===== src/rtl/key_debounce_pkg.sv =====
// Shared definitions for the key debouncer: per-key FSM state encoding and default counter width.
// The KEY_LONG_EN macro selects whether the long-press logic is built.
package key_pkg;

  localparam logic [1:0] IDLE       = 2'd0;
  localparam logic [1:0] PRESS_DB   = 2'd1;
  localparam logic [1:0] HELD       = 2'd2;
  localparam logic [1:0] RELEASE_DB = 2'd3;

  localparam int KEY_CNT_W = 26;

endpackage


===== src/rtl/key_debounce_ch.sv =====
// One key channel: 2-flop synchronizer, debounce FSM, debounce counter and (with KEY_LONG_EN) hold counter.
// All outputs are registered. Pulses are one cycle wide.
module key_debounce_ch
  import key_pkg::*;
#(
  parameter int DEBOUNCE_CYC = 50,
  parameter int LONG_CYC     = 500,
  parameter int CNT_W        = KEY_CNT_W
) (
  input  logic clk,
  input  logic rst_n,
  input  logic key_raw,
  output logic key_level,
  output logic key_press,
  output logic key_release,
  output logic key_long
);

  localparam logic [CNT_W-1:0] DB_LAST = CNT_W'(DEBOUNCE_CYC - 1);

  // Reject parameter sets the counters cannot honour.
  if (DEBOUNCE_CYC < 2 || LONG_CYC <= DEBOUNCE_CYC ||
      longint'(LONG_CYC) > (longint'(1) << CNT_W)) begin : g_param_check
    $error("key_debounce_ch: invalid DEBOUNCE_CYC/LONG_CYC/CNT_W");
  end

  logic             sync1_r, sync2_r;
  logic [1:0]       state_r, state_s;
  logic [CNT_W-1:0] dcnt_r, dcnt_s;
  logic             level_r, level_s;
  logic             press_r, press_s;
  logic             release_r, release_s;
  logic             long_r, long_s;
`ifdef KEY_LONG_EN
  localparam logic [CNT_W-1:0] LONG_LAST = CNT_W'(LONG_CYC - 1);
  logic [CNT_W-1:0] lcnt_r, lcnt_s;
  logic             long_done_r, long_done_s;
`endif

  // Two-flop synchronizer; resets to the released (high) level.
  always_ff @(posedge clk) begin
    if (!rst_n) begin
      sync1_r <= 1'b1;
      sync2_r <= 1'b1;
    end else begin
      sync1_r <= key_raw;
      sync2_r <= sync1_r;
    end
  end

  // Next-state and pulse logic; sync2_r is 0 while the key is pressed.
  always_comb begin
    state_s   = state_r;
    dcnt_s    = dcnt_r;
    level_s   = level_r;
    press_s   = 1'b0;
    release_s = 1'b0;
    long_s    = 1'b0;
`ifdef KEY_LONG_EN
    lcnt_s      = lcnt_r;
    long_done_s = long_done_r;
`endif
    case (state_r)
      IDLE: begin
        if (!sync2_r) begin
          state_s = PRESS_DB;
          dcnt_s  = '0;
        end else begin
          state_s = IDLE;
        end
      end
      PRESS_DB: begin
        if (sync2_r) begin
          state_s = IDLE;
        end else if (dcnt_r == DB_LAST) begin
          state_s = HELD;
          press_s = 1'b1;
          level_s = 1'b1;
`ifdef KEY_LONG_EN
          lcnt_s      = '0;
          long_done_s = 1'b0;
`endif
        end else begin
          dcnt_s = dcnt_r + CNT_W'(1);
        end
      end
      HELD: begin
        if (sync2_r) begin
          state_s = RELEASE_DB;
          dcnt_s  = '0;
        end else begin
`ifdef KEY_LONG_EN
          // lcnt saturates; long_done keeps the pulse to one per hold, even across release bounces.
          if (lcnt_r != LONG_LAST) begin
            lcnt_s = lcnt_r + CNT_W'(1);
          end else if (!long_done_r) begin
            long_s      = 1'b1;
            long_done_s = 1'b1;
          end else begin
            long_done_s = 1'b1;
          end
`else
          state_s = HELD;
`endif
        end
      end
      RELEASE_DB: begin
        if (!sync2_r) begin
          state_s = HELD;
          dcnt_s  = '0;
        end else if (dcnt_r == DB_LAST) begin
          state_s   = IDLE;
          release_s = 1'b1;
          level_s   = 1'b0;
`ifdef KEY_LONG_EN
          long_done_s = 1'b0;
`endif
        end else begin
          dcnt_s = dcnt_r + CNT_W'(1);
        end
      end
      default: begin
        state_s = IDLE;
        dcnt_s  = '0;
      end
    endcase
  end

  // FSM, counters and registered outputs.
  always_ff @(posedge clk) begin
    if (!rst_n) begin
      state_r   <= IDLE;
      dcnt_r    <= '0;
      level_r   <= 1'b0;
      press_r   <= 1'b0;
      release_r <= 1'b0;
      long_r    <= 1'b0;
`ifdef KEY_LONG_EN
      lcnt_r      <= '0;
      long_done_r <= 1'b0;
`endif
    end else begin
      state_r   <= state_s;
      dcnt_r    <= dcnt_s;
      level_r   <= level_s;
      press_r   <= press_s;
      release_r <= release_s;
      long_r    <= long_s;
`ifdef KEY_LONG_EN
      lcnt_r      <= lcnt_s;
      long_done_r <= long_done_s;
`endif
    end
  end

  assign key_level   = level_r;
  assign key_press   = press_r;
  assign key_release = release_r;
  assign key_long    = long_r;

endmodule


===== src/rtl/key_debounce.sv =====
// Debouncer for KEY_W active-low push buttons: clean level plus press, release and long-press pulses.
// Define KEY_LONG_EN to build the long-press detector; otherwise key_long is constant 0.
module key_debounce
  import key_pkg::*;
#(
  parameter int KEY_W        = 4,
  parameter int DEBOUNCE_CYC = 50,
  parameter int LONG_CYC     = 500,
  parameter int CNT_W        = KEY_CNT_W
) (
  input  logic             clk,
  input  logic             rst_n,
  input  logic [KEY_W-1:0] key_in,
  output logic [KEY_W-1:0] key_level,
  output logic [KEY_W-1:0] key_press,
  output logic [KEY_W-1:0] key_release,
  output logic [KEY_W-1:0] key_long
);

  for (genvar i = 0; i < KEY_W; i++) begin : g_ch
    key_debounce_ch #(
      .DEBOUNCE_CYC(DEBOUNCE_CYC),
      .LONG_CYC    (LONG_CYC),
      .CNT_W       (CNT_W)
    ) u_ch (
      .clk        (clk),
      .rst_n      (rst_n),
      .key_raw    (key_in[i]),
      .key_level  (key_level[i]),
      .key_press  (key_press[i]),
      .key_release(key_release[i]),
      .key_long   (key_long[i])
    );
  end

endmodule


===== config.mk =====
export PLATFORM = sky130hd
export DESIGN_NAME = key_debounce
export DESIGN_NICKNAME = d
export VERILOG_FILES = /design/src/rtl/key_debounce_pkg.sv /design/src/rtl/key_debounce_ch.sv /design/src/rtl/key_debounce.sv
export SDC_FILE = /design/constraint.sdc
export NUM_CORES = 1
export LEC_CHECK = 0
export BUFFER_PORTS_ARGS = -buffer_cell sky130_fd_sc_hd__buf_2
export CORE_UTILIZATION = 30
export CTS_CLUSTER_DIAMETER = 120
export DETAILED_ROUTE_END_ITERATION = 7
export HOLD_SLACK_MARGIN = 0.15
export SLEW_MARGIN = 40
export SYNTH_ARGS = -nofsm -noshare
export SYNTH_HDL_FRONTEND = slang
export SYNTH_SLANG_ARGS = --single-unit

===== constraint.sdc =====
create_clock -name clk -period 2.4 [get_ports clk]
set_input_delay 0.36 -clock clk [delete_from_list [all_inputs] [get_ports clk]]
set_output_delay 0.36 -clock clk [all_outputs]
set_load 0.01 [all_outputs]

-- Word-level counts from Yosys, hierarchy flattened
Index checks and enable logic that the tools add are counted.
- flip-flop bits (word level): 132
- logic and storage cells: 189
- $add $sub $neg: 4
- eq/ne operators: 48
- muxes and demuxes: 76
- bitwise logic cells: 5
- reductions and logical operators: 28
- operators with widths (operator ; number):
    26-bit 2-to-1 mux ; 20
    26-bit case mux with 4 select lines ; 4
    26-bit by 1-bit adder with 26-bit output (second input constant) ; 4
    26-bit by 6-bit == test with 1-bit output (second input constant) ; 4
    2-bit 2-to-1 mux ; 16
    2-bit by 1-bit != test with 1-bit output (second input constant) ; 16
    2-bit case mux with 4 select lines ; 4
    1-bit 2-to-1 mux ; 28
    3-bit AND reduction ; 8
    5-bit AND reduction ; 4
    2-bit == test (second input constant) ; 8
    2-bit != test (second input constant) ; 8
    3-bit by 1-bit != test with 1-bit output (second input constant) ; 4
    3-bit != test (second input constant) ; 4
    3-bit OR reduction ; 4
    2-bit by 1-bit == test with 1-bit output (second input constant) ; 4
    2-bit zero test ; 4
    1-bit case mux with 2 select lines ; 4
    2-bit AND reduction ; 4
    2-bit nonzero test ; 4
    1-bit NOT ; 5

-- Depth between registers and ports, before layout
Gate-level depths: netlist (run 1).
- word-level depth: 4
- gate-level depth with buffers: 8
- depth with buffers taken out: 7

-- By module
From an unflattened synthesis (run 1), not the netlist that was laid out.
- cell total of the unflattened synthesis: 804
- area total of the unflattened synthesis: 7123.1 sq um
- by module, submodules not included (module ; instances ; cells each ; area an instance (sq um)):
    key_debounce_ch at g_ch[0].u_ch ... ; 3 ; 203 ; 1811.7
    key_debounce_ch at g_ch[3].u_ch ; 1 ; 195 ; 1687.9

-- Worst setup path before layout (run 1)
No wires, ideal clock.
- path type: reg-to-reg
- from: reg g_ch[3].u_ch.dcnt_r[1]
- to: reg g_ch[3].u_ch.dcnt_r[11]
- library setup time: 74 ps
- arrival time: 1735 ps
- required time: 2326 ps
- path slack: 591 ps
- cell stages (with the launch flop): 8
- path buffers: 0
- period minus slack after synthesis: 1809 ps
- cell sequence: dfxtp_1 -> inv_1 -> ha_1 -> nor4b_1 -> nand3_1 -> o21ai_2 -> or4_1 -> a21oi_1
- word-level cells in the longest chain between the ends: 4
- RTL lines (element ; line ; text):
    start: declaration ; key_debounce_ch.sv:29 ; logic [CNT_W-1:0] dcnt_r, dcnt_s;
    start signal: assignment ; key_debounce_ch.sv:144 ; dcnt_r <= dcnt_s;
    26-bit by 1-bit adder with 26-bit output or 26-bit by 6-bit == test with 1-bit output (tied branches) ; n/a ;
    26-bit 2-to-1 mux * ; key_debounce_ch.sv:75, key_debounce_ch.sv:111 ;
    26-bit 2-to-1 mux, on equally long branches ; key_debounce_ch.sv:108, key_debounce_ch.sv:73 ;
    26-bit case mux with 4 select lines * ; key_debounce_ch.sv:63 ; case (state_r)
Every way passes the cells marked *; elsewhere a longest branch is shown, timed or not. The select of a mux whose other input is x is not followed.
A chain may end at the register's enable or synchronous reset.

-- Final worst setup path (run 1)
- from: reg g_ch[0].u_ch.sync2_r
- to: reg g_ch[0].u_ch.dcnt_r[20]
- word-level cells in the longest chain between the ends: 2
- RTL lines (element ; line ; text):
    start: declaration ; key_debounce_ch.sv:27 ; logic sync1_r, sync2_r;
    start signal: assignment ; key_debounce_ch.sv:47 ; sync2_r <= sync1_r;
    26-bit 2-to-1 mux, or another cell as far along ; key_debounce_ch.sv:108 ; if (!sync2_r) begin
    26-bit case mux with 4 select lines or 3-bit AND reduction (tied branches) ; n/a ;
    end signal: assignment ; key_debounce_ch.sv:144 ;
    end: declaration ; key_debounce_ch.sv:29 ;
Parallel ways exist; a longest one is shown, timed or not.

==> results of run 1 <==
stage by stage:
step	instances	total power, W	area, sq um	utilization (%)	hold WS, ns
CTS	1176	0.005150	8100	35.56	0.1565
finish	1176	0.005084	8123	35.66	0.1628
global route	1176	0.005287	8123	35.66	0.1552
detailed placement	1141	0.002488	7468	32.79	0.3977
floorplan	831	0.002429	7020	-	0.3863
global placement	1141	0.002486	7468	32.79	0.3900
flip-flops by register name (all words and copies together) (netlist names), named ones only:
register               flops
g_ch.u_ch.key_level        4
g_ch.u_ch.state_r          4
g_ch.u_ch.key_release      4
g_ch.u_ch.key_press        4
g_ch.u_ch.sync2_r          4
g_ch.u_ch.dcnt_r         104
g_ch.u_ch.sync1_r          4
cells in the mapped netlist (5+ instances only):
master / instances / area (sq um)
sky130_fd_sc_hd__dfxtp_1: 132 / 2643
sky130_fd_sc_hd__nor2_1: 82 / 307.8
sky130_fd_sc_hd__nand2_1: 58 / 217.7
sky130_fd_sc_hd__a21oi_1: 44 / 220.2
sky130_fd_sc_hd__xor2_1: 39 / 341.6
sky130_fd_sc_hd__nand3_1: 36 / 180.2
sky130_fd_sc_hd__nand4_1: 36 / 225.2
sky130_fd_sc_hd__inv_1: 26 / 97.59
sky130_fd_sc_hd__o21ai_0: 26 / 130.1
sky130_fd_sc_hd__nor4_1: 23 / 143.9
sky130_fd_sc_hd__nor3_1: 22 / 110.1
sky130_fd_sc_hd__clkbuf_1: 20 / 75.07
sky130_fd_sc_hd__and3_1: 19 / 118.9
sky130_fd_sc_hd__buf_4: 17 / 127.6
sky130_fd_sc_hd__and2_1: 14 / 87.58
sky130_fd_sc_hd__nand2b_1: 14 / 87.58
sky130_fd_sc_hd__a31oi_1: 13 / 81.33
sky130_fd_sc_hd__o211ai_1: 13 / 97.59
sky130_fd_sc_hd__or3_1: 13 / 81.33
sky130_fd_sc_hd__or4_1: 13 / 97.59
sky130_fd_sc_hd__and4_1: 11 / 96.34
sky130_fd_sc_hd__buf_2: 11 / 55.05
sky130_fd_sc_hd__o2111ai_1: 11 / 96.34
sky130_fd_sc_hd__o31ai_1: 11 / 82.58
sky130_fd_sc_hd__xnor2_1: 11 / 96.34
sky130_fd_sc_hd__a211oi_1: 9 / 67.56
sky130_fd_sc_hd__ha_1: 8 / 100.1
sky130_fd_sc_hd__a41oi_1: 5 / 43.79
sky130_fd_sc_hd__nand4_2: 5 / 62.56
sky130_fd_sc_hd__o21a_1: 5 / 37.54
sky130_fd_sc_hd__o21ai_1: 5 / 25.02
worst max-delay path: stages, from the launching register on:
cell	delay, ns
sky130_fd_sc_hd__dfxtp_1	0.54
sky130_fd_sc_hd__nor2_1	0.23
sky130_fd_sc_hd__a2111oi_4	0.55
sky130_fd_sc_hd__nand3_2	0.16
sky130_fd_sc_hd__or4_1	0.42
sky130_fd_sc_hd__a21oi_1	0.15
placed cells by master (no fill, tap or decap), types with 8 or more instances in the layout:
cell | synthesis | final
sky130_fd_sc_hd__o21ai_0 | 26 | 26
sky130_fd_sc_hd__nor2_1 | 82 | 82
sky130_fd_sc_hd__and3_1 | 19 | 19
sky130_fd_sc_hd__or3_1 | 13 | 13
sky130_fd_sc_hd__xor2_1 | 39 | 39
sky130_fd_sc_hd__buf_4 | 17 | 29
sky130_fd_sc_hd__ha_1 | 8 | 8
sky130_fd_sc_hd__nand3_1 | 36 | 35
sky130_fd_sc_hd__inv_1 | 26 | 26
sky130_fd_sc_hd__o211ai_1 | 13 | 13
sky130_fd_sc_hd__and4_1 | 11 | 11
sky130_fd_sc_hd__and2_1 | 14 | 14
sky130_fd_sc_hd__o2111ai_1 | 11 | 11
sky130_fd_sc_hd__dfxtp_1 | 132 | 132
sky130_fd_sc_hd__nor3_1 | 22 | 22
sky130_fd_sc_hd__nand4_1 | 36 | 36
sky130_fd_sc_hd__nor4_1 | 23 | 23
sky130_fd_sc_hd__or4_1 | 13 | 13
sky130_fd_sc_hd__a21oi_1 | 44 | 44
sky130_fd_sc_hd__a211oi_1 | 9 | 9
sky130_fd_sc_hd__buf_2 | 11 | 17
sky130_fd_sc_hd__a31oi_1 | 13 | 13
sky130_fd_sc_hd__nand2_1 | 58 | 58
sky130_fd_sc_hd__nand2b_1 | 14 | 14
sky130_fd_sc_hd__xnor2_1 | 11 | 11
sky130_fd_sc_hd__clkbuf_16 | 0 | 17
sky130_fd_sc_hd__o31ai_1 | 11 | 11
how the worst max path moves through the flow:
stage | startpoint | to | slack [ns]
2_1_floorplan | g_ch[3].u_ch.dcnt_r[1]$_SDFFE_PN0P_ | g_ch[3].u_ch.dcnt_r[11]$_SDFFE_PN0P_ | 0.59
3_3_place_gp | g_ch[0].u_ch.dcnt_r[0]$_SDFFE_PN0P_ | g_ch[0].u_ch.dcnt_r[11]$_SDFFE_PN0P_ | 0.30
3_5_place_dp | g_ch[0].u_ch.sync2_r$_SDFF_PN1_ | g_ch[0].u_ch.dcnt_r[21]$_SDFFE_PN0P_ | 0.22
4_1_cts | g_ch[0].u_ch.sync2_r$_SDFF_PN1_ | g_ch[0].u_ch.dcnt_r[21]$_SDFFE_PN0P_ | 0.24
5_1_grt | g_ch[0].u_ch.sync2_r$_SDFF_PN1_ | g_ch[0].u_ch.dcnt_r[9]$_SDFFE_PN0P_ | 0.08
6_report | g_ch[0].u_ch.sync2_r$_SDFF_PN1_ | g_ch[0].u_ch.dcnt_r[20]$_SDFFE_PN0P_ | 0.29
routing by layer:
metal	up-vias	routed length [um]	global-route usage (%)
met5	-	0	0
met4	0	236	5.752
met3	15	603	3.343
met2	112	7366	22.34
met1	2854	8005	18.67
li1	3102	-	-
report_power, final:
| part | internal, W | switching, W | leakage, nW |
|---|---|---|---|
| Sequential | 0.00222 | 0.0000260 | 1.07 |
| Clock | 0.00166 | 0.000980 | 0.290 |
| Combinational | 0.0000723 | 0.000129 | 1.49 |
what timing repair did:
item,in CTS,in global routing
hold buffers,3,0
endpoints found under the setup margin,0,3
resized for setup,0,3
hold endpoints to repair,3,0
cell families after synthesis:
| family | Yosys count | synth area share (%) |
|---|---|---|
| AND/OR/NAND/NOR | 385 | 31.92 |
| AO/OA/AOI/OAI | 175 | 17.32 |
| flip-flops | 132 | 37.70 |
| buffers and inverters | 76 | 5.194 |
| XOR/XNOR | 50 | 6.248 |
| adder cells (fa/ha/maj) | 8 | 1.428 |
| other | 1 | 0.05350 |
| multiplexers | 1 | 0.1428 |
layout make-up:
cell class	count	area (sq um)
Clock buffer	20	446.7
Clock inverter	12	155.1
Fill cell	2315	14660
Inverter	26	97.59
Multi-Input combinational cell	623	4036
Sequential cell	132	2643
Tap cell	313	391.6
Timing Repair Buffer	50	352.8
==> report_table.html, run 1 <==
<table>
<tr><th>Metric</th><th>Value</th></tr>
<tr><th colspan="2">Run status</th></tr>
<tr><td>Status</td><td>finished clean</td></tr>
<tr><th colspan="2">GRT</th></tr>
<tr><td>Antenna violations before repair</td><td>0</td></tr>
<tr><td>Via count of the first global-routing pass</td><td>5666</td></tr>
<tr><td>Overall track demand over capacity in global routing</td><td>14.20%</td></tr>
<tr><td>Maximum number of pins on one net before global-route repair</td><td>28</td></tr>
<tr><td>Leftover overflow at the end of global routing</td><td>0</td></tr>
<tr><td>Global-route wire length before repair</td><td>27760 um</td></tr>
<tr><th colspan="2">Setup path</th></tr>
<tr><td>Critical path data required time</td><td>2.75 ns</td></tr>
<tr><td>Internal reg-to-reg setup slack</td><td>0.29 ns</td></tr>
<tr><td>Max Fanout on Critical Path</td><td>12</td></tr>
<tr><td>Worst reg2reg path depth</td><td>5</td></tr>
<tr><td>CP endpoint kind</td><td>flip-flop</td></tr>
<tr><td>Capturing point of the worst reg2reg path</td><td>g_ch[0].u_ch.dcnt_r[20]$_SDFFE_PN0P_</td></tr>
<tr><td>Kind of launch point of the worst setup path</td><td>flip-flop</td></tr>
<tr><td>Critical path class</td><td>reg2reg</td></tr>
<tr><td>Launch point of the worst reg-to-reg path</td><td>g_ch[0].u_ch.sync2_r$_SDFF_PN1_</td></tr>
<tr><td>Arrival time reported for the critical path endpoint</td><td>2.46 ns</td></tr>
<tr><th colspan="2">STA</th></tr>
<tr><td>Final worst slack</td><td>0.2888 ns</td></tr>
<tr><td>Count of final max-slew check failures</td><td>0</td></tr>
<tr><td>Max Freq</td><td>473.7 MHz</td></tr>
<tr><td>Final number of hold-violating endpoints</td><td>0</td></tr>
<tr><td>Time the final worst path needs with I/O delays and setup</td><td>2.111 ns</td></tr>
<tr><td>Final worst path period share</td><td>87.97%</td></tr>
<tr><td>Setup TNS</td><td>0 ns</td></tr>
<tr><td>Transition time at the pin with the least slew margin</td><td>0.6406 ns</td></tr>
<tr><td>Max transition margin</td><td>57.01%</td></tr>
<tr><td>Clk_skew</td><td>0.009428 ns</td></tr>
<tr><td>Setup repair after global routing missed its margin</td><td>no</td></tr>
<tr><td>Final setup violation count</td><td>0</td></tr>
<tr><th colspan="2">Min path</th></tr>
<tr><td>Launch point of the worst hold path</td><td>key_in[1]</td></tr>
<tr><td>Min-Delay Endpoint</td><td>g_ch[1].u_ch.sync1_r$_SDFF_PN1_</td></tr>
<tr><td>Cells on Worst Hold Path</td><td>2</td></tr>
<tr><td>Class of the most critical hold timing path</td><td>in2reg</td></tr>
<tr><th colspan="2">Floorplan</th></tr>
<tr><td>Height of the chip</td><td>154.9 um</td></tr>
<tr><td>Starting utilization of the core area</td><td>30.77%</td></tr>
<tr><td>Area of the core region</td><td>22780 sq um</td></tr>
<tr><td>I/O Pins</td><td>22</td></tr>
<tr><td>Full die area</td><td>23980 sq um</td></tr>
<tr><td>X dimension of the die</td><td>154.9 um</td></tr>
<tr><td>Number of core rows</td><td>55</td></tr>
<tr><th colspan="2">Placed design</th></tr>
<tr><td>Post-Place Setup Slack</td><td>0.2233 ns</td></tr>
<tr><td>Routability congestion estimate from global placement</td><td>0.8324</td></tr>
<tr><td>Detailed-placement wirelength estimate</td><td>11420 um</td></tr>
<tr><td>Port-buffer cells</td><td>17</td></tr>
<tr><th colspan="2">CTS</th></tr>
<tr><td>Clock-pin slew on the worst setup and hold paths</td><td>0.06 ns</td></tr>
<tr><td>Clock tree from TritonCTS</td><td>done</td></tr>
<tr><td>Buffers inserted by post-CTS timing repair</td><td>0</td></tr>
<tr><td>Number of CTS-inserted buffers</td><td>17</td></tr>
<tr><td>Clock Latency Late Sink</td><td>0.42 ns</td></tr>
<tr><td>Max clock buf depth</td><td>2</td></tr>
<tr><td>Sink count of the clock tree</td><td>132</td></tr>
<tr><td>Level count of the clock H-tree</td><td>4</td></tr>
<tr><td>Root Buffer</td><td>sky130_fd_sc_hd__clkbuf_16</td></tr>
<tr><th colspan="2">Routing</th></tr>
<tr><td>Via density per instance</td><td>5.173</td></tr>
<tr><td>Remaining antenna violation count after routing</td><td>0</td></tr>
<tr><td>DRC Markers</td><td>0</td></tr>
<tr><td>Routed length per placed instance</td><td>13.79 um</td></tr>
<tr><td>First-iteration detailed-routing DRC count</td><td>270</td></tr>
<tr><td>Detailed-route via count</td><td>6083</td></tr>
<tr><td>Final Routed Wirelength</td><td>16210 um</td></tr>
<tr><td>Initial DRT Pass Iterations</td><td>4</td></tr>
<tr><th colspan="2">Synth</th></tr>
<tr><td>Cell variety after synth</td><td>75</td></tr>
<tr><td>Cell area after synthesis</td><td>7009 sq um</td></tr>
<tr><td>Gate count of the mapped netlist</td><td>828</td></tr>
<tr><td>Sequential element share of the synthesized area</td><td>37.70%</td></tr>
<tr><td>Most used flip-flop cell after synthesis</td><td>sky130_fd_sc_hd__dfxtp_1</td></tr>
<tr><td>Number of synthesized register bits</td><td>132</td></tr>
<tr><td>Average cell area after synthesis</td><td>8.465 sq um</td></tr>
<tr><td>Number of flops mapped to enable cells by yosys</td><td>0</td></tr>
<tr><td>Total of warnings raised by yosys</td><td>0</td></tr>
<tr><td>Proportion of register bits with asynchronous set or reset after synthesis</td><td>0%</td></tr>
<tr><th colspan="2">Power</th></tr>
<tr><td>Peak supply drop</td><td>0.5455 mV</td></tr>
<tr><td>Areal power density over the cells</td><td>625.9 nW/um^2</td></tr>
<tr><td>Leakage Power</td><td>2.851 nW</td></tr>
<tr><th colspan="2">Layout</th></tr>
<tr><td>Total number of nets in the final design</td><td>864</td></tr>
<tr><td>Share of cells above drive strength 1</td><td>13.67%</td></tr>
<tr><td>Antenna diode count</td><td>0</td></tr>
<tr><td>Syn-to-layout area delta</td><td>15.89%</td></tr>
<tr><th colspan="2">Job</th></tr>
<tr><td>Max-cap viol count</td><td>0</td></tr>
</table>
Power figures use the tool's default switching activity.
==> run 2: changes to the inputs <==
==> constraint.sdc (replaced) <==
create_clock -name clk -period 2.4 [get_ports clk]
set_input_delay 0.12 -clock clk [delete_from_list [all_inputs] [get_ports clk]]
set_output_delay 0.12 -clock clk [all_outputs]
set_load 0.01 [all_outputs]
==> run 2 against run 1 <==
Against the previous run:
- global-route usage about the same
- non-clock buffer count up 8
- wire length down 0.62%
- first-iteration DRC count up 39%
- design area down 0.23%
- largest cell class unchanged
==> report_table.html, run 2 (synthesized netlist as in run 1, its figures left out) <==
<table>
<tr><th>Metric</th><th>Value</th></tr>
<tr><th colspan="2">Run status</th></tr>
<tr><td>Status</td><td>finished clean</td></tr>
<tr><th colspan="2">GRT</th></tr>
<tr><td>Via count of the first global-routing pass</td><td>5660 (-0.11%)</td></tr>
<tr><td>Antenna violations before repair</td><td>0 (unchanged)</td></tr>
<tr><td>Global-route wire length before repair</td><td>27860 um (+0.35%)</td></tr>
<tr><td>Maximum number of pins on one net before global-route repair</td><td>24 (-14%)</td></tr>
<tr><td>Overall track demand over capacity in global routing</td><td>14.23% (+0.034 points)</td></tr>
<tr><td>Leftover overflow at the end of global routing</td><td>0 (unchanged)</td></tr>
<tr><th colspan="2">Power</th></tr>
<tr><td>Fraction of power spent switching nets</td><td>25.02% (+2.7 points)</td></tr>
<tr><td>Logic gate share of total power</td><td>4.3% (+0.3 points)</td></tr>
<tr><td>Sw power</td><td>0.001212 W (+6.8%)</td></tr>
<tr><td>Internal power</td><td>0.003633 W (-8.0%)</td></tr>
<tr><td>Leakage Power</td><td>2.824 nW (-0.96%)</td></tr>
<tr><td>Peak supply drop</td><td>0.4427 mV (-19%)</td></tr>
<tr><td>Portion of total power attributed to the clock network</td><td>49.4% (-2.6 points)</td></tr>
<tr><td>Areal power density over the cells</td><td>597.8 nW/um^2 (-4.5%)</td></tr>
<tr><td>Share of power burned in registers</td><td>46.3% (+2.2 points)</td></tr>
<tr><th colspan="2">Layout</th></tr>
<tr><td>Filler Cells Inserted</td><td>2339 (+1.0%)</td></tr>
<tr><td>Total number of nets in the final design</td><td>872 (+0.93%)</td></tr>
<tr><td>Flip-flop count of the largest register after layout</td><td>104 (unchanged)</td></tr>
<tr><td>Most common cell after layout, fill and taps aside</td><td>sky130_fd_sc_hd__dfxtp_1</td></tr>
<tr><td>Syn-to-layout area delta</td><td>15.62%</td></tr>
<tr><td>Most used cells in the layout excluding fill and tap cells</td><td>sky130_fd_sc_hd__dfxtp_1, sky130_fd_sc_hd__nor2_1, sky130_fd_sc_hd__nand2_1, sky130_fd_sc_hd__a21oi_1, sky130_fd_sc_hd__xor2_1</td></tr>
<tr><td>Antenna diode count</td><td>0 (unchanged)</td></tr>
<tr><td>Post-Layout Cell Count</td><td>1184 (+0.68%)</td></tr>
<tr><td>Biggest register</td><td>g_ch.u_ch.dcnt_r</td></tr>
<tr><td>Share of cells above drive strength 1</td><td>13.89% (+0.22 points)</td></tr>
<tr><th colspan="2">Routing</th></tr>
<tr><td>Initial DRT Pass Iterations</td><td>6 (+2)</td></tr>
<tr><td>Via density per instance</td><td>5.166 (-0.14%)</td></tr>
<tr><td>DRC Markers</td><td>0 (unchanged)</td></tr>
<tr><td>Routed length per placed instance</td><td>13.61 um (-1.3%)</td></tr>
<tr><td>Remaining antenna violation count after routing</td><td>0 (unchanged)</td></tr>
<tr><td>Detailed-route via count</td><td>6116 (+0.54%)</td></tr>
<tr><td>First-iteration detailed-routing DRC count</td><td>375 (+39%)</td></tr>
<tr><td>Final Routed Wirelength</td><td>16110 um (-0.62%)</td></tr>
<tr><th colspan="2">STA</th></tr>
<tr><td>Max transition margin</td><td>57.64% (+0.63 points)</td></tr>
<tr><td>Clk_skew</td><td>0.009062 ns (-0.0003661 ns)</td></tr>
<tr><td>Final setup violation count</td><td>0 (unchanged)</td></tr>
<tr><td>Final worst path period share</td><td>88.14% (+0.18 points)</td></tr>
<tr><td>Setup TNS</td><td>0 ns (unchanged)</td></tr>
<tr><td>Time the final worst path needs with I/O delays and setup</td><td>2.115 ns (+0.004212 ns)</td></tr>
<tr><td>Max Freq</td><td>472.7 MHz (-0.20%)</td></tr>
<tr><td>Transition time at the pin with the least slew margin</td><td>0.6311 ns (-0.009435 ns)</td></tr>
<tr><td>Final number of hold-violating endpoints</td><td>0 (unchanged)</td></tr>
<tr><td>Setup repair after global routing missed its margin</td><td>no</td></tr>
<tr><td>Count of final max-slew check failures</td><td>0 (unchanged)</td></tr>
<tr><th colspan="2">CTS</th></tr>
<tr><td>Max clock buf depth</td><td>2 (unchanged)</td></tr>
<tr><td>Clock tree from TritonCTS</td><td>done</td></tr>
<tr><td>Clock-pin slew on the worst setup and hold paths</td><td>0.06 ns (about the same)</td></tr>
<tr><td>Number of CTS-inserted buffers</td><td>17 (unchanged)</td></tr>
<tr><td>Root Buffer</td><td>sky130_fd_sc_hd__clkbuf_16</td></tr>
<tr><td>Level count of the clock H-tree</td><td>4 (unchanged)</td></tr>
<tr><td>Sink count of the clock tree</td><td>132 (unchanged)</td></tr>
<tr><td>Clock Latency Late Sink</td><td>0.41 ns (about the same)</td></tr>
<tr><th colspan="2">Min path</th></tr>
<tr><td>Min-Delay Endpoint</td><td>g_ch[0].u_ch.sync2_r$_SDFF_PN1_</td></tr>
<tr><td>Cells on Worst Hold Path</td><td>1 (-1)</td></tr>
<tr><td>Launch point of the worst hold path</td><td>g_ch[0].u_ch.sync1_r$_SDFF_PN1_</td></tr>
<tr><td>Class of the most critical hold timing path</td><td>reg2reg</td></tr>
<tr><th colspan="2">Placed design</th></tr>
<tr><td>Cell Count Post-Placement</td><td>1144 (+0.26%)</td></tr>
<tr><td>Port-buffer cells</td><td>17 (unchanged)</td></tr>
<tr><td>Detailed-placement wirelength estimate</td><td>11510 um (+0.79%)</td></tr>
<tr><td>Routability congestion estimate from global placement</td><td>0.8080 (-2.9%)</td></tr>
<tr><th colspan="2">Setup path</th></tr>
<tr><td>Max Fanout on Critical Path</td><td>12 (unchanged)</td></tr>
<tr><td>Launch point of the worst reg-to-reg path</td><td>g_ch[0].u_ch.sync2_r$_SDFF_PN1_</td></tr>
<tr><td>Critical path class</td><td>reg2reg</td></tr>
<tr><td>Kind of launch point of the worst setup path</td><td>flip-flop</td></tr>
<tr><td>Arrival time reported for the critical path endpoint</td><td>2.47 ns (about the same)</td></tr>
<tr><td>Internal reg-to-reg setup slack</td><td>0.28 ns (about the same)</td></tr>
<tr><td>Critical path data required time</td><td>2.75 ns (about the same)</td></tr>
<tr><td>CP endpoint kind</td><td>flip-flop</td></tr>
<tr><td>Capturing point of the worst reg2reg path</td><td>g_ch[0].u_ch.dcnt_r[20]$_SDFFE_PN0P_</td></tr>
<tr><td>Worst reg2reg path depth</td><td>5 (unchanged)</td></tr>
<tr><th colspan="2">Floorplan</th></tr>
<tr><td>Area of the core region</td><td>22780 sq um (unchanged)</td></tr>
<tr><td>Height of the chip</td><td>154.9 um (unchanged)</td></tr>
<tr><td>Number of core rows</td><td>55 (unchanged)</td></tr>
<tr><td>Full die area</td><td>23980 sq um (unchanged)</td></tr>
<tr><td>X dimension of the die</td><td>154.9 um (unchanged)</td></tr>
<tr><td>I/O Pins</td><td>22 (unchanged)</td></tr>
<tr><td>Starting utilization of the core area</td><td>30.77% (unchanged)</td></tr>
<tr><th colspan="2">Job</th></tr>
<tr><td>Max-cap viol count</td><td>0 (unchanged)</td></tr>
</table>
==> run 2: cell count changes in the layout (fill, tap and decap cells not counted), moves of 2 or more <==
cell / change
sky130_fd_sc_hd__clkbuf_1: -2
sky130_fd_sc_hd__buf_4: +4
sky130_fd_sc_hd__inv_6: +4
sky130_fd_sc_hd__bufinv_16: -3
sky130_fd_sc_hd__dlygate4sd3_1: +5
sky130_fd_sc_hd__clkinvlp_4: +3
==> run 2: timing repair <==
action                                  CTS  global route
hold endpoints to repair                  5             0
hold buffers                              8             0
resized for setup                         0             0
endpoints found under the setup margin    0             0
buffers inserted                          0             0
==> run 2: cell type report <==
cell class	instances	area [sq um]	area share, %
clock buffer	17	425.4	5.249
sequential	132	2643	32.61
inverter	26	97.59	1.204
tap	313	391.6	4.832
clock inverter	15	120.1	1.482
timing repair buffer	58	412.9	5.095
multi-input combinational	623	4014	49.53
==> run 2: through the flow <==
step / instance area [sq um] / util [%] / hold slack, ns / setup WS [ns] / power (W)
finish: 8104 / 35.58 / 0.4066 / 0.2846 / 0.004845
global route: 8104 / 35.58 / 0.4354 / 0.1009 / 0.005059
CTS: 8104 / 35.58 / 0.4114 / 0.3115 / 0.004917
detailed placement: 7478 / 32.83 / 0.3025 / 0.3200 / 0.002492
global placement: 7478 / 32.83 / 0.3129 / 0.3712 / 0.002491
floorplan: 7020 / - / 0.2215 / 0.5911 / 0.002429
==> run 2: how the worst max path moves through the flow <==
stage | startpoint | endpoint | slack, ns | depth (start not counted)
after global placement | g_ch[0].u_ch.sync2_r$_SDFF_PN1_ | g_ch[0].u_ch.dcnt_r[22]$_SDFFE_PN0P_ | 0.37 | 5
final | g_ch[0].u_ch.sync2_r$_SDFF_PN1_ | g_ch[0].u_ch.dcnt_r[20]$_SDFFE_PN0P_ | 0.28 | 5
after CTS | g_ch[0].u_ch.sync2_r$_SDFF_PN1_ | g_ch[0].u_ch.dcnt_r[20]$_SDFFE_PN0P_ | 0.31 | 5
after detailed placement | g_ch[0].u_ch.sync2_r$_SDFF_PN1_ | g_ch[0].u_ch.dcnt_r[22]$_SDFFE_PN0P_ | 0.32 | 5
after global routing | g_ch[0].u_ch.sync2_r$_SDFF_PN1_ | g_ch[0].u_ch.dcnt_r[20]$_SDFFE_PN0P_ | 0.10 | 5
after floorplan | g_ch[3].u_ch.dcnt_r[1]$_SDFFE_PN0P_ | g_ch[3].u_ch.dcnt_r[11]$_SDFFE_PN0P_ | 0.59 | 7
==> run 2: power by group through the flow <==
| stage | sequential (W) | combinational, W | clock [W] |
|---|---|---|---|
| CTS | 0.00224 | 0.000211 | 0.00246 |
| finish | 0.00224 | 0.000209 | 0.00239 |
| floorplan | 0.00228 | 0.000151 | 0 |
| detailed placement | 0.00229 | 0.000200 | 0 |
| global route | 0.00225 | 0.000235 | 0.00258 |
| global placement | 0.00229 | 0.000199 | 0 |
==> run 2: worst max-delay path, cell delays in order, from the launching register on <==
cell and delay, ns:
sky130_fd_sc_hd__dfxtp_1 0.54, sky130_fd_sc_hd__nor2_1 0.24, sky130_fd_sc_hd__a2111oi_4 0.53, sky130_fd_sc_hd__nand3_2 0.17
sky130_fd_sc_hd__or4_1 0.42, sky130_fd_sc_hd__a21oi_1 0.14
==> run 2: per-layer routing <==
metal | GRT usage, % | wire, um
met1 | 19.19 | 8029
met2 | 22.22 | 7283
met3 | 3.287 | 617
met4 | 4.998 | 180
met5 | 0 | 0
